$ cat config.mk
export PLATFORM = sky130hd
export DESIGN_NAME = alu_rr_sched_flat
export DESIGN_NICKNAME = d
export VERILOG_FILES = /design/src/rtl/alu_rr_sched_pkg.sv /design/src/rtl/alu_rr_sched_if.sv /design/src/rtl/alu_rr_sched_rr_pick.sv /design/src/rtl/alu_rr_sched.sv /design/src/flat_wrapper.sv
export SDC_FILE = /design/constraint.sdc
export NUM_CORES = 1
export LEC_CHECK = 0
export ABC_AREA = 1
export CAP_MARGIN = 20
export CORE_AREA = 2 2 162 164
export CTS_BUF_LIST = sky130_fd_sc_hd__clkbuf_2
export CTS_CLUSTER_SIZE = 16
export DETAILED_ROUTE_END_ITERATION = 12
export DIE_AREA = 0 0 164 166
export HOLD_SLACK_MARGIN = 0.12
export PLACE_DENSITY = 0.68
export SLEW_MARGIN = 20
export SYNTH_ARGS = -nofsm -noshare
export SYNTH_HDL_FRONTEND = slang
export SYNTH_SLANG_ARGS = --single-unit
$ cat constraint.sdc
create_clock -name clock -period 2.4 [get_ports clock]
set_clock_uncertainty 0.05 [all_clocks]
set_input_delay 0.48 -clock clock [delete_from_list [all_inputs] [get_ports clock]]
set_output_delay 0.48 -clock clock [all_outputs]
set_load 0.1 [all_outputs]
$ cat src/rtl/alu_rr_sched_pkg.sv
// alu_sched_pkg: shared state encoding and ALU control codes for the round-robin ALU scheduler.
package alu_sched_pkg;
    typedef enum logic [1:0] {IDLE, WAIT, RESP} state_t;
    localparam int ALU_CTRL_W = 3;
    localparam logic [ALU_CTRL_W-1:0] ALU_AND = 3'b000;
    localparam logic [ALU_CTRL_W-1:0] ALU_OR  = 3'b001;
    localparam logic [ALU_CTRL_W-1:0] ALU_ADD = 3'b010;
    localparam logic [ALU_CTRL_W-1:0] ALU_SUB = 3'b110;
    localparam logic [ALU_CTRL_W-1:0] ALU_SLT = 3'b111;
endpackage

$ cat src/rtl/alu_rr_sched_if.sv
// alu_rr_sched_if: requester handshakes plus ALU datapath signals for alu_rr_sched.
interface alu_rr_sched_if #(
    parameter int NUM_REQ = 4,
    parameter int DATA_W  = 32
) ();
    import alu_sched_pkg::*;
    logic [NUM_REQ-1:0]            req_valid_i;
    logic [NUM_REQ-1:0]            req_ready_o;
    logic [NUM_REQ*DATA_W-1:0]     req_a_i;
    logic [NUM_REQ*DATA_W-1:0]     req_b_i;
    logic [NUM_REQ*ALU_CTRL_W-1:0] req_ctrl_i;
    logic [DATA_W-1:0]             alu_a_o;
    logic [DATA_W-1:0]             alu_b_o;
    logic [ALU_CTRL_W-1:0]         alu_ctrl_o;
    logic [DATA_W-1:0]             alu_result_i;
    logic                          alu_zero_i;
    logic [NUM_REQ-1:0]            rsp_valid_o;
    logic [NUM_REQ-1:0]            rsp_ready_i;
    logic [DATA_W-1:0]             rsp_result_o;
    logic                          rsp_zero_o;
    logic                          busy_o;
    modport master (
        output req_valid_i, req_a_i, req_b_i, req_ctrl_i, alu_result_i, alu_zero_i, rsp_ready_i,
        input  req_ready_o, alu_a_o, alu_b_o, alu_ctrl_o, rsp_valid_o, rsp_result_o, rsp_zero_o, busy_o
    );
    modport slave (
        input  req_valid_i, req_a_i, req_b_i, req_ctrl_i, alu_result_i, alu_zero_i, rsp_ready_i,
        output req_ready_o, alu_a_o, alu_b_o, alu_ctrl_o, rsp_valid_o, rsp_result_o, rsp_zero_o, busy_o
    );
endinterface

$ cat src/rtl/alu_rr_sched_rr_pick.sv
// rr_pick: combinational rotating-priority picker; the requester just after last has top priority.
module rr_pick #(
    parameter int N  = 4,
    parameter int IW = $clog2(N)
) (
    input  logic [N-1:0]  req,
    input  logic [IW-1:0] last,
    output logic [N-1:0]  gnt,
    output logic [IW-1:0] idx
);
    // Scan from lowest to highest priority so the highest-priority hit is written last.
    always_comb begin
        gnt = '0;
        idx = '0;
        for (int i = N; i >= 1; i--) begin
            if (req[(int'(last) + i) % N]) begin
                gnt = N'(1) << ((int'(last) + i) % N);
                idx = IW'((int'(last) + i) % N);
            end
        end
    end
endmodule

$ cat src/rtl/alu_rr_sched.sv
// alu_rr_sched: shares one ALU among NUM_REQ requesters in round-robin order,
// one operation outstanding at a time, with a fixed ALU latency.
module alu_rr_sched #(
    parameter int NUM_REQ = 4,
    parameter int DATA_W  = 32,
    parameter int ALU_LAT = 2
) (
    input logic           clock,
    input logic           rst_i,
    alu_rr_sched_if.slave bus
);
    import alu_sched_pkg::*;
    localparam int IW = $clog2(NUM_REQ);
    localparam int CW = 4;
    state_t              state;
    logic [IW-1:0]       last_grant;
    logic [IW-1:0]       owner;
    logic [CW-1:0]       cnt;
    logic [NUM_REQ-1:0]  gnt;
    logic [IW-1:0]       idx;
    rr_pick #(.N(NUM_REQ), .IW(IW)) u_pick (
        .req  (bus.req_valid_i),
        .last (last_grant),
        .gnt  (gnt),
        .idx  (idx)
    );
    assign bus.req_ready_o = (state == IDLE) ? gnt : '0;
    always_ff @(posedge clock or negedge rst_i) begin
        if (!rst_i) begin
            state            <= IDLE;
            last_grant       <= IW'(NUM_REQ - 1);
            owner            <= '0;
            cnt              <= '0;
            bus.alu_a_o      <= '0;
            bus.alu_b_o      <= '0;
            bus.alu_ctrl_o   <= '0;
            bus.rsp_result_o <= '0;
            bus.rsp_zero_o   <= 1'b0;
            bus.rsp_valid_o  <= '0;
            bus.busy_o       <= 1'b0;
        end else begin
            case (state)
                IDLE: if (|gnt) begin
                    bus.alu_a_o    <= bus.req_a_i[int'(idx)*DATA_W +: DATA_W];
                    bus.alu_b_o    <= bus.req_b_i[int'(idx)*DATA_W +: DATA_W];
                    bus.alu_ctrl_o <= bus.req_ctrl_i[int'(idx)*ALU_CTRL_W +: ALU_CTRL_W];
                    owner          <= idx;
                    last_grant     <= idx;
                    cnt            <= CW'(ALU_LAT - 1);
                    bus.busy_o     <= 1'b1;
                    state          <= WAIT;
                end
                WAIT: if (cnt == '0) begin
                    bus.rsp_result_o <= bus.alu_result_i;
                    bus.rsp_zero_o   <= bus.alu_zero_i;
                    bus.rsp_valid_o  <= NUM_REQ'(1) << owner;
                    state            <= RESP;
                end else begin
                    cnt <= cnt - 1'b1;
                end
                RESP: if (bus.rsp_ready_i[owner]) begin
                    bus.rsp_valid_o <= '0;
                    bus.busy_o      <= 1'b0;
                    state           <= IDLE;
                end
                default: state <= IDLE;
            endcase
        end
    end
endmodule
$ cat src/flat_wrapper.sv
// flat-port wrapper written by rule: the top's interface ports become plain ports
module alu_rr_sched_flat import alu_sched_pkg::*;
#(
    parameter int NUM_REQ = 4,
    parameter int DATA_W  = 32,
    parameter int ALU_LAT = 2
)
  (clock, rst_i, bus_req_valid_i, bus_req_a_i, bus_req_b_i, bus_req_ctrl_i, bus_alu_result_i, bus_alu_zero_i, bus_rsp_ready_i, bus_req_ready_o, bus_alu_a_o, bus_alu_b_o, bus_alu_ctrl_o, bus_rsp_valid_o, bus_rsp_result_o, bus_rsp_zero_o, bus_busy_o);
  alu_rr_sched_if #(.NUM_REQ(NUM_REQ), .DATA_W(DATA_W)) bus_i ();
  input logic clock;
  input logic rst_i;
  input wire logic [$bits(bus_i.req_valid_i)-1:0] bus_req_valid_i;
  input wire logic [$bits(bus_i.req_a_i)-1:0] bus_req_a_i;
  input wire logic [$bits(bus_i.req_b_i)-1:0] bus_req_b_i;
  input wire logic [$bits(bus_i.req_ctrl_i)-1:0] bus_req_ctrl_i;
  input wire logic [$bits(bus_i.alu_result_i)-1:0] bus_alu_result_i;
  input wire logic [$bits(bus_i.alu_zero_i)-1:0] bus_alu_zero_i;
  input wire logic [$bits(bus_i.rsp_ready_i)-1:0] bus_rsp_ready_i;
  output wire logic [$bits(bus_i.req_ready_o)-1:0] bus_req_ready_o;
  output wire logic [$bits(bus_i.alu_a_o)-1:0] bus_alu_a_o;
  output wire logic [$bits(bus_i.alu_b_o)-1:0] bus_alu_b_o;
  output wire logic [$bits(bus_i.alu_ctrl_o)-1:0] bus_alu_ctrl_o;
  output wire logic [$bits(bus_i.rsp_valid_o)-1:0] bus_rsp_valid_o;
  output wire logic [$bits(bus_i.rsp_result_o)-1:0] bus_rsp_result_o;
  output wire logic [$bits(bus_i.rsp_zero_o)-1:0] bus_rsp_zero_o;
  output wire logic [$bits(bus_i.busy_o)-1:0] bus_busy_o;
  assign bus_i.req_valid_i = bus_req_valid_i;
  assign bus_i.req_a_i = bus_req_a_i;
  assign bus_i.req_b_i = bus_req_b_i;
  assign bus_i.req_ctrl_i = bus_req_ctrl_i;
  assign bus_i.alu_result_i = bus_alu_result_i;
  assign bus_i.alu_zero_i = bus_alu_zero_i;
  assign bus_i.rsp_ready_i = bus_rsp_ready_i;
  assign bus_req_ready_o = bus_i.req_ready_o;
  assign bus_alu_a_o = bus_i.alu_a_o;
  assign bus_alu_b_o = bus_i.alu_b_o;
  assign bus_alu_ctrl_o = bus_i.alu_ctrl_o;
  assign bus_rsp_valid_o = bus_i.rsp_valid_o;
  assign bus_rsp_result_o = bus_i.rsp_result_o;
  assign bus_rsp_zero_o = bus_i.rsp_zero_o;
  assign bus_busy_o = bus_i.busy_o;
  alu_rr_sched #(.NUM_REQ(NUM_REQ), .DATA_W(DATA_W), .ALU_LAT(ALU_LAT)) u_core (.clock(clock), .rst_i(rst_i), .bus(bus_i));
endmodule
==> metrics.md, run 1 <==
| Metric | Value |
|---|---|
| Final net count | `2034` |
| CTS Buf Count | `17` |
| Commonest cells after routing, fill and taps aside | `nand2_1, clkdlybuf4s50_1, inv_1` |
| Via/cell ratio | `4.60` |
| Final Cycle Share | `129%` |
| Tightest Pin Transition | `approximately 0.8 ns` |
| Total GRT Usage | `about a quarter` |
| Number of synthesized register bits | `115` |
| Insertion delay to the later sink of the worst-skew pair | `0.71 ns` |
| Clock root cell | `clkbuf_2` |
| Commonest non-fill, non-tap cell in the layout | `nand2_1` |
| Worst EP required | `2.97 ns` |
| Hold Slack | `0.295 ns` |
| Max Slew Vio Count | `0` |
| Hold path startpoint | `bus_alu_result_i[9]` |
| Htree depth | `4` |
| Clk slew on worst S/H paths | `roughly 0.26 ns` |
| Clock buffer depth | `2` |
| Num Clock Sinks | `115` |
| Synth Area per Inst | `6.26 µm²` |
| FF-to-FF Start | `u_core.last_grant[0]` |
| Routing usage on met3 | `5.27%` |
| Crit path cell chain | `buf_4, nand2_1, nand3_2, nand2_4, nor2_4, nand2_1, nand3_2, nand2_2, buf_6, buf_6, buf_6, buf_6, buf_6, buf_6, nand2_4, o21ai_4, buf_12, buf_16, buf_12, buf_16, nand2_1, nand2_1` |
| Final cell count without fillers | `approximately 2100` |
| Starting DRT DRC Count | `427` |
| R2r setup slk | `-0.71 ns` |
| Most frequent CP cell | `buf_6` |
| Peak Freq | `~0.32 GHz` |
| Unrepaired setup endpoints after global routing | `yes` |
| Die area | `27200 µm²` |
| Grt peak-use layer | `met2` |
| # placed instances | `1970` |
| FF-to-FF End | `u_core.bus.alu_a_o[14]` |
| Initial Utilization | `30.3%` |
| Top delay family on crit path | `buffers and inverters` |
| Max-slew headroom | `44.9%` |
| DRC viols | `0` |
| Crit. Startpoint | `u_core.last_grant[0]` |
| Worst Hold Class | `input pin to flop` |
| Endpoints failing hold | `0` |
| Setup crit end kind | `flop` |
| Vias after detailed routing | `9495` |
| Crit path kind | `flop to flop` |
| Mapped cell area | `7770 µm²` |
| Area Overhead vs Synth | `82.4%` |
| Port buffer count | `419` |
| Setup TNS Final | `-51.92 ns` |
| Total iterations of the first detailed-routing run | `5` |
| Crit-path max cell delay | `between 0.6 and 0.7 ns` |
| Library cells used by synthesis | `24` |
| Maximum number of pins on one net before global-route repair | `47` |
| Status | `finished, violations left` |
| Sequential share of the synthesized area | `around 37%` |
| # setup viols final | `81` |
| Yosys warnings | `0` |
| Post-route ant nets | `0` |
| CP Max Fanout | `7` |
| Avg WL per Cell | `16.4 µm` |
| Grt ovf | `0` |
| First-pass GRT wire length | `50.7 mm` |
| Gate Count Post-Synth | `1241` |
| Share of layout cells above drive strength 1 | `21.1%` |
| Number of cells on the worst hold path | `2` |
| Placement Rows | `59` |
| Failing checks | `negative setup slack` |
| R2R cell count | `22` |
| I/O pin count | `420` |
| CTS tree | `built` |
| WL final | `33.8 mm` |
| CP max-delay cell | `dfstp_2` |
| Max-Cap Viols | `0` |
| Mapped Nets | `1561` |
| Met1 Usage GRT | `29.4%` |
| Fillers | `about 2400` |
| Placer Congestion | `~0.86` |
| Die Y-Extent | `around 170 µm` |
| Core Footprint | `25600 µm²` |
| Post-DP HPWL | `21.4 mm` |
| Hold EP | `u_core.bus.rsp_result_o[9]` |
| Initial antenna violation count | `1` |
| Startpoint type of the worst setup path | `flop` |
| Chip Width | `164 µm` |
| Vias in the first global route | `approximately 9200` |
| Met2 usage | `approximately 42%` |
| Buf/Inv on CP | `11` |
| Crit path time final | `3.11 ns` |
| Final worst slack | `-0.705 ns` |
| CP Data Arrival Time | `3.68 ns` |
==> how the worst max path moves through the flow <==
| stage | slack (ns) | to | cells after the start |
|---|---|---|---|
| floorplan | -0.12 | bus_req_ready_o[2] | 11 |
| global placement | -0.24 | u_core.bus.alu_a_o[10] | 15 |
| detailed placement | -0.30 | u_core.bus.alu_a_o[10] | 15 |
| CTS | -0.75 | bus_req_ready_o[0] | 11 |
| global route | -0.86 | bus_req_ready_o[1] | 10 |
| finish | -0.71 | u_core.bus.alu_a_o[14] | 22 |
==> flip-flops by register name (all words and copies together) (netlist names) <==
register,count
u_core.cnt,4
u_core.bus.rsp_valid_o,4
u_core.bus.rsp_result_o,32
u_core.bus.alu_b_o,32
u_core.owner,2
u_core.bus.alu_a_o,32
u_core.state,2
u_core.bus.rsp_zero_o,1
u_core.bus.alu_ctrl_o,3
u_core.bus.busy_o,1
u_core.last_grant,2
==> final cells by class <==
class                   instances  area (µm²)  area share [%]
repair buffers                521        5670            40.0
multi-input cells             900        4360            30.7
flip-flops and latches        115        2880            20.3
inverters                     159         617            4.35
well taps                     335         419            2.96
clock inverters                15         146            1.03
clock buffers                  17        85.1           0.600
diodes                          2        5.00          0.0353
==> metal layers <==
layer	vias to the layer above	part of all wire, %
met5	-	0
met4	0	2.2
met3	51	6.9
met2	336	50
met1	4389	41
li1	4719	-
==> worst reg2reg max path: cells and delay by family (launching register included) <==
kind	cells	cell delay (ns)
AOI/OAI and AO/OA	1	0.05
and+or+nand+nor	10	0.92
buffers and inverters	11	1.40
DFF	1	0.62
==> timing repair <==
action                     4_1_cts  5_1_grt
pin swaps                       36        4
setup endpoints to repair       77       81
hold buffers                     3        0
hold endpoints to repair       113        0
gates cloned                    22        2
gates resized for setup        113       13
buffers inserted                28        5
==> stage by stage <==
step,worst slack [ns],cell area [µm²],util (%)
after floorplan,-0.121,7840,-
after global placement,-0.237,12500,48.7
after detailed placement,-0.300,12500,48.7
after CTS,-0.745,14000,54.8
after global routing,-0.855,14200,55.4
final,-0.705,14200,55.4
==> cell usage after synthesis <==
| cell | n | area share (%) |
|---|---|---|
| a21oi_1 | 6 | 0.39 |
| buf_6 | 1 | 0.14 |
| nand3_1 | 161 | 10 |
| clkbuf_1 | 31 | 1.5 |
| o21ai_1 | 5 | 0.32 |
| buf_2 | 30 | 1.9 |
| dfstp_2 | 2 | 0.68 |
| nand2_2 | 3 | 0.24 |
| nor2_1 | 14 | 0.68 |
| inv_2 | 4 | 0.19 |
| nand2_1 | 652 | 31 |
| nor2_2 | 1 | 0.081 |
| mux2_2 | 33 | 4.8 |
| o31ai_1 | 4 | 0.39 |
| buf_4 | 6 | 0.58 |
| inv_1 | 155 | 7.5 |
| ha_1 | 9 | 1.4 |
| o21ai_2 | 1 | 0.11 |
| nand4_1 | 3 | 0.24 |
| or4_1 | 1 | 0.097 |
| xnor2_1 | 1 | 0.11 |
| dfrtp_1 | 113 | 36 |
| o21ai_0 | 1 | 0.064 |
| or2_1 | 4 | 0.32 |
==> cells by family (layout without fill, tap and decap cells) <==
logic type      Yosys count  in the layout  share of synthesized area [%]
xor+xnor                  1              1                          0.113
flops                   115            115                           37.1
fa+ha+maj                 9              9                           1.45
simple gates            839            840                           43.5
other cells               0              2                              0
compound gates           17             17                           1.27
mux                      33             33                           4.78
buf+inv                 227            712                           11.8
Power of run 1 is not shown: default switching activity piles up to over one toggle a cycle in this logic, so the estimate is an artifact.
==> run 2: changes to the inputs <==
SLEW_MARGIN = 10   (was 20)
clock period = 2.6 ns   (was 2.4 ns; I/O delays follow)
==> metrics.md, run 2 (synthesized netlist as in run 1, its figures left out) <==
| Metric | Value |
|---|---|
| CP Max Fanout | `5 (-2)` |
| Crit path time final | `a little over 3 ns` |
| Fillers | `2485 (+3.2%)` |
| Worst Hold Class | `input pin to async pin` |
| Die Y-Extent | `166 µm (unchanged)` |
| WL final | `30.7 mm (-9.1%)` |
| Insertion delay to the later sink of the worst-skew pair | `0.68 ns (-0.03 ns)` |
| Initial Utilization | `30.3% (unchanged)` |
| Regs by FF count | `u_core.bus.alu_a_o x32, u_core.bus.alu_b_o x32, u_core.bus.rsp_result_o x32` |
| First-pass GRT wire length | `44.0 mm (-13%)` |
| Core Footprint | `25600 µm² (unchanged)` |
| # setup viols final | `77 (-4.9%)` |
| Clk slew on worst S/H paths | `0.22 ns (-0.04 ns)` |
| Max-Cap Viols | `0 (unchanged)` |
| Setup crit end kind | `primary output` |
| Htree depth | `4 (unchanged)` |
| Dpl cell area | `12400 µm² (-0.34%)` |
| Num Clock Sinks | `115 (unchanged)` |
| CP Data Arrival Time | `2.54 ns (-1.14 ns)` |
| Unrepaired setup endpoints after global routing | `yes` |
| Placer Congestion | `0.877 (+2.1%)` |
| Crit path kind | `flop to primary output` |
| Total iterations of the first detailed-routing run | `4 (-1)` |
| Met1 Usage GRT | `24.5% (-4.9 points)` |
| Final net count | `2003 (-1.5%)` |
| Placement Rows | `59 (unchanged)` |
| Tightest Pin Transition | `0.578 ns (-0.246 ns)` |
| Status | `finished, violations left` |
| Place WS | `-0.165 ns (+0.136 ns)` |
| Final worst slack | `-0.508 ns (+0.197 ns)` |
| Commonest cells after routing, fill and taps aside | `nand2_1, clkdlybuf4s50_1, inv_1, nand3_1, buf_4` |
| Avg WL per Cell | `15.1 µm (-7.7%)` |
| Routing usage on met3 | `5.04% (-0.22 points)` |
| Worst EP required | `2.03 ns (-0.94 ns)` |
| Port buffer count | `419 (unchanged)` |
| Endpoints failing hold | `0 (unchanged)` |
| I/O pin count | `420 (unchanged)` |
| Area Overhead vs Synth | `71.1%` |
| CTS Buf Count | `17 (unchanged)` |
| Max Slew Vio Count | `0 (unchanged)` |
| Post-route ant nets | `0 (unchanged)` |
| Starting DRT DRC Count | `408 (-4.4%)` |
| Vias after detailed routing | `9234 (-2.7%)` |
| Clock root cell | `clkbuf_2` |
| Peak Freq | `0.322 GHz` |
| Clock buffer depth | `2 (unchanged)` |
| CTS tree | `built` |
| Total GRT Usage | `20.3% (-3.8 points)` |
| Initial antenna violation count | `1 (unchanged)` |
| Die area | `27200 µm² (unchanged)` |
| Max-slew headroom | `61.5% (+17 points)` |
| Commonest non-fill, non-tap cell in the layout | `nand2_1` |
| DRC viols | `0 (unchanged)` |
| Maximum number of pins on one net before global-route repair | `65 (+38%)` |
| Grt ovf | `0 (unchanged)` |
| Met2 usage | `35.5% (-7.0 points)` |
| Share of layout cells above drive strength 1 | `17.5% (-3.6 points)` |
| Chip Width | `164 µm (unchanged)` |
| Post-DP HPWL | `21.4 mm (-0.34%)` |
| Startpoint type of the worst setup path | `flop` |
| Vias in the first global route | `8519 (-7.3%)` |
| Post-route cell area | `13300 µm² (-6.2%)` |
| Via/cell ratio | `4.54 (-1.3%)` |
| Failing checks | `negative setup slack` |
| Final Cycle Share | `120%` |
| Grt peak-use layer | `met2` |
| R2R cell count | `19 (-14%)` |
-- run 2: cell types whose count changed in the layout (fill, tap and decap cells not counted), sizes merged --
cell,previous run,this run
nand2,656,655
clkbuf,18,27
bufbuf,5,0
bufinv,1,3
clkinvlp,2,5
inv,166,159
dlygate4sd3,3,1
buf,203,173
-- run 2: through the flow --
step	std cells	setup TNS (ns)	util, %	hold slack [ns]
floorplan	1241	0	-	0.174
global placement	1966	-6.68	48.5	0.414
detailed placement	1966	-9.81	48.5	0.416
CTS	2011	-2.38	50.3	0.208
global route	2033	-24.71	51.9	0.225
finish	2033	-13.75	51.9	0.285
-- run 2: worst paths after layout --
check | startpoint | end | slack (ns)
setup / recovery | u_core.last_grant[0] | bus_req_ready_o[2] | -0.51
hold / removal | rst_i | u_core.bus.rsp_result_o[30] | 0.29
setup reg to reg | u_core.last_grant[0] | u_core.bus.alu_a_o[18] | -0.26
hold reg to reg | u_core.bus.alu_a_o[9] | u_core.bus.alu_a_o[9] | 0.45
max in group asynchronous | rst_i | u_core.bus.alu_b_o[8] | 1.83
min in group clock | bus_alu_result_i[8] | u_core.bus.rsp_result_o[8] | 0.37
-- run 2: routing by layer --
layer,wire length [µm],share of wire [%]
met1,12900,42
met2,15000,49
met3,2190,7.1
met4,626,2.0
met5,0,0
-- run 2: what timing repair did --
| action | in CTS | in global routing |
|---|---|---|
| hold buffers | 1 | 0 |
| gates cloned | 1 | 10 |
| resized for setup | 19 | 32 |
| setup buffers | 11 | 11 |
| endpoints found under the setup margin | 71 | 81 |
| endpoints found under the hold margin | 115 | 0 |
| pin swaps | 20 | 19 |
-- run 2: layout make-up --
type	count	area (µm²)	area share, %
multi-input combinational	899	4190	31.5
clock buffer	19	95.1	0.715
antenna	2	5.00	0.0376
sequential	115	2880	21.7
inverter	159	617	4.64
tap	335	419	3.15
timing repair buffer	491	4930	37.1
clock inverter	13	163	1.22
-- run 2: worst max-delay path: stages (launching register included) --
cell     delay [ns]
dfstp_2        0.61
inv_4          0.04
ha_4           0.30
inv_4          0.05
nand3_4        0.06
nand2_4        0.07
nor2_4         0.15
nand2_2        0.08
nand3_2        0.09
nand2_2        0.09
nor2_4         0.13
buf_12         0.18
Power of run 2 is left out for the same reason.
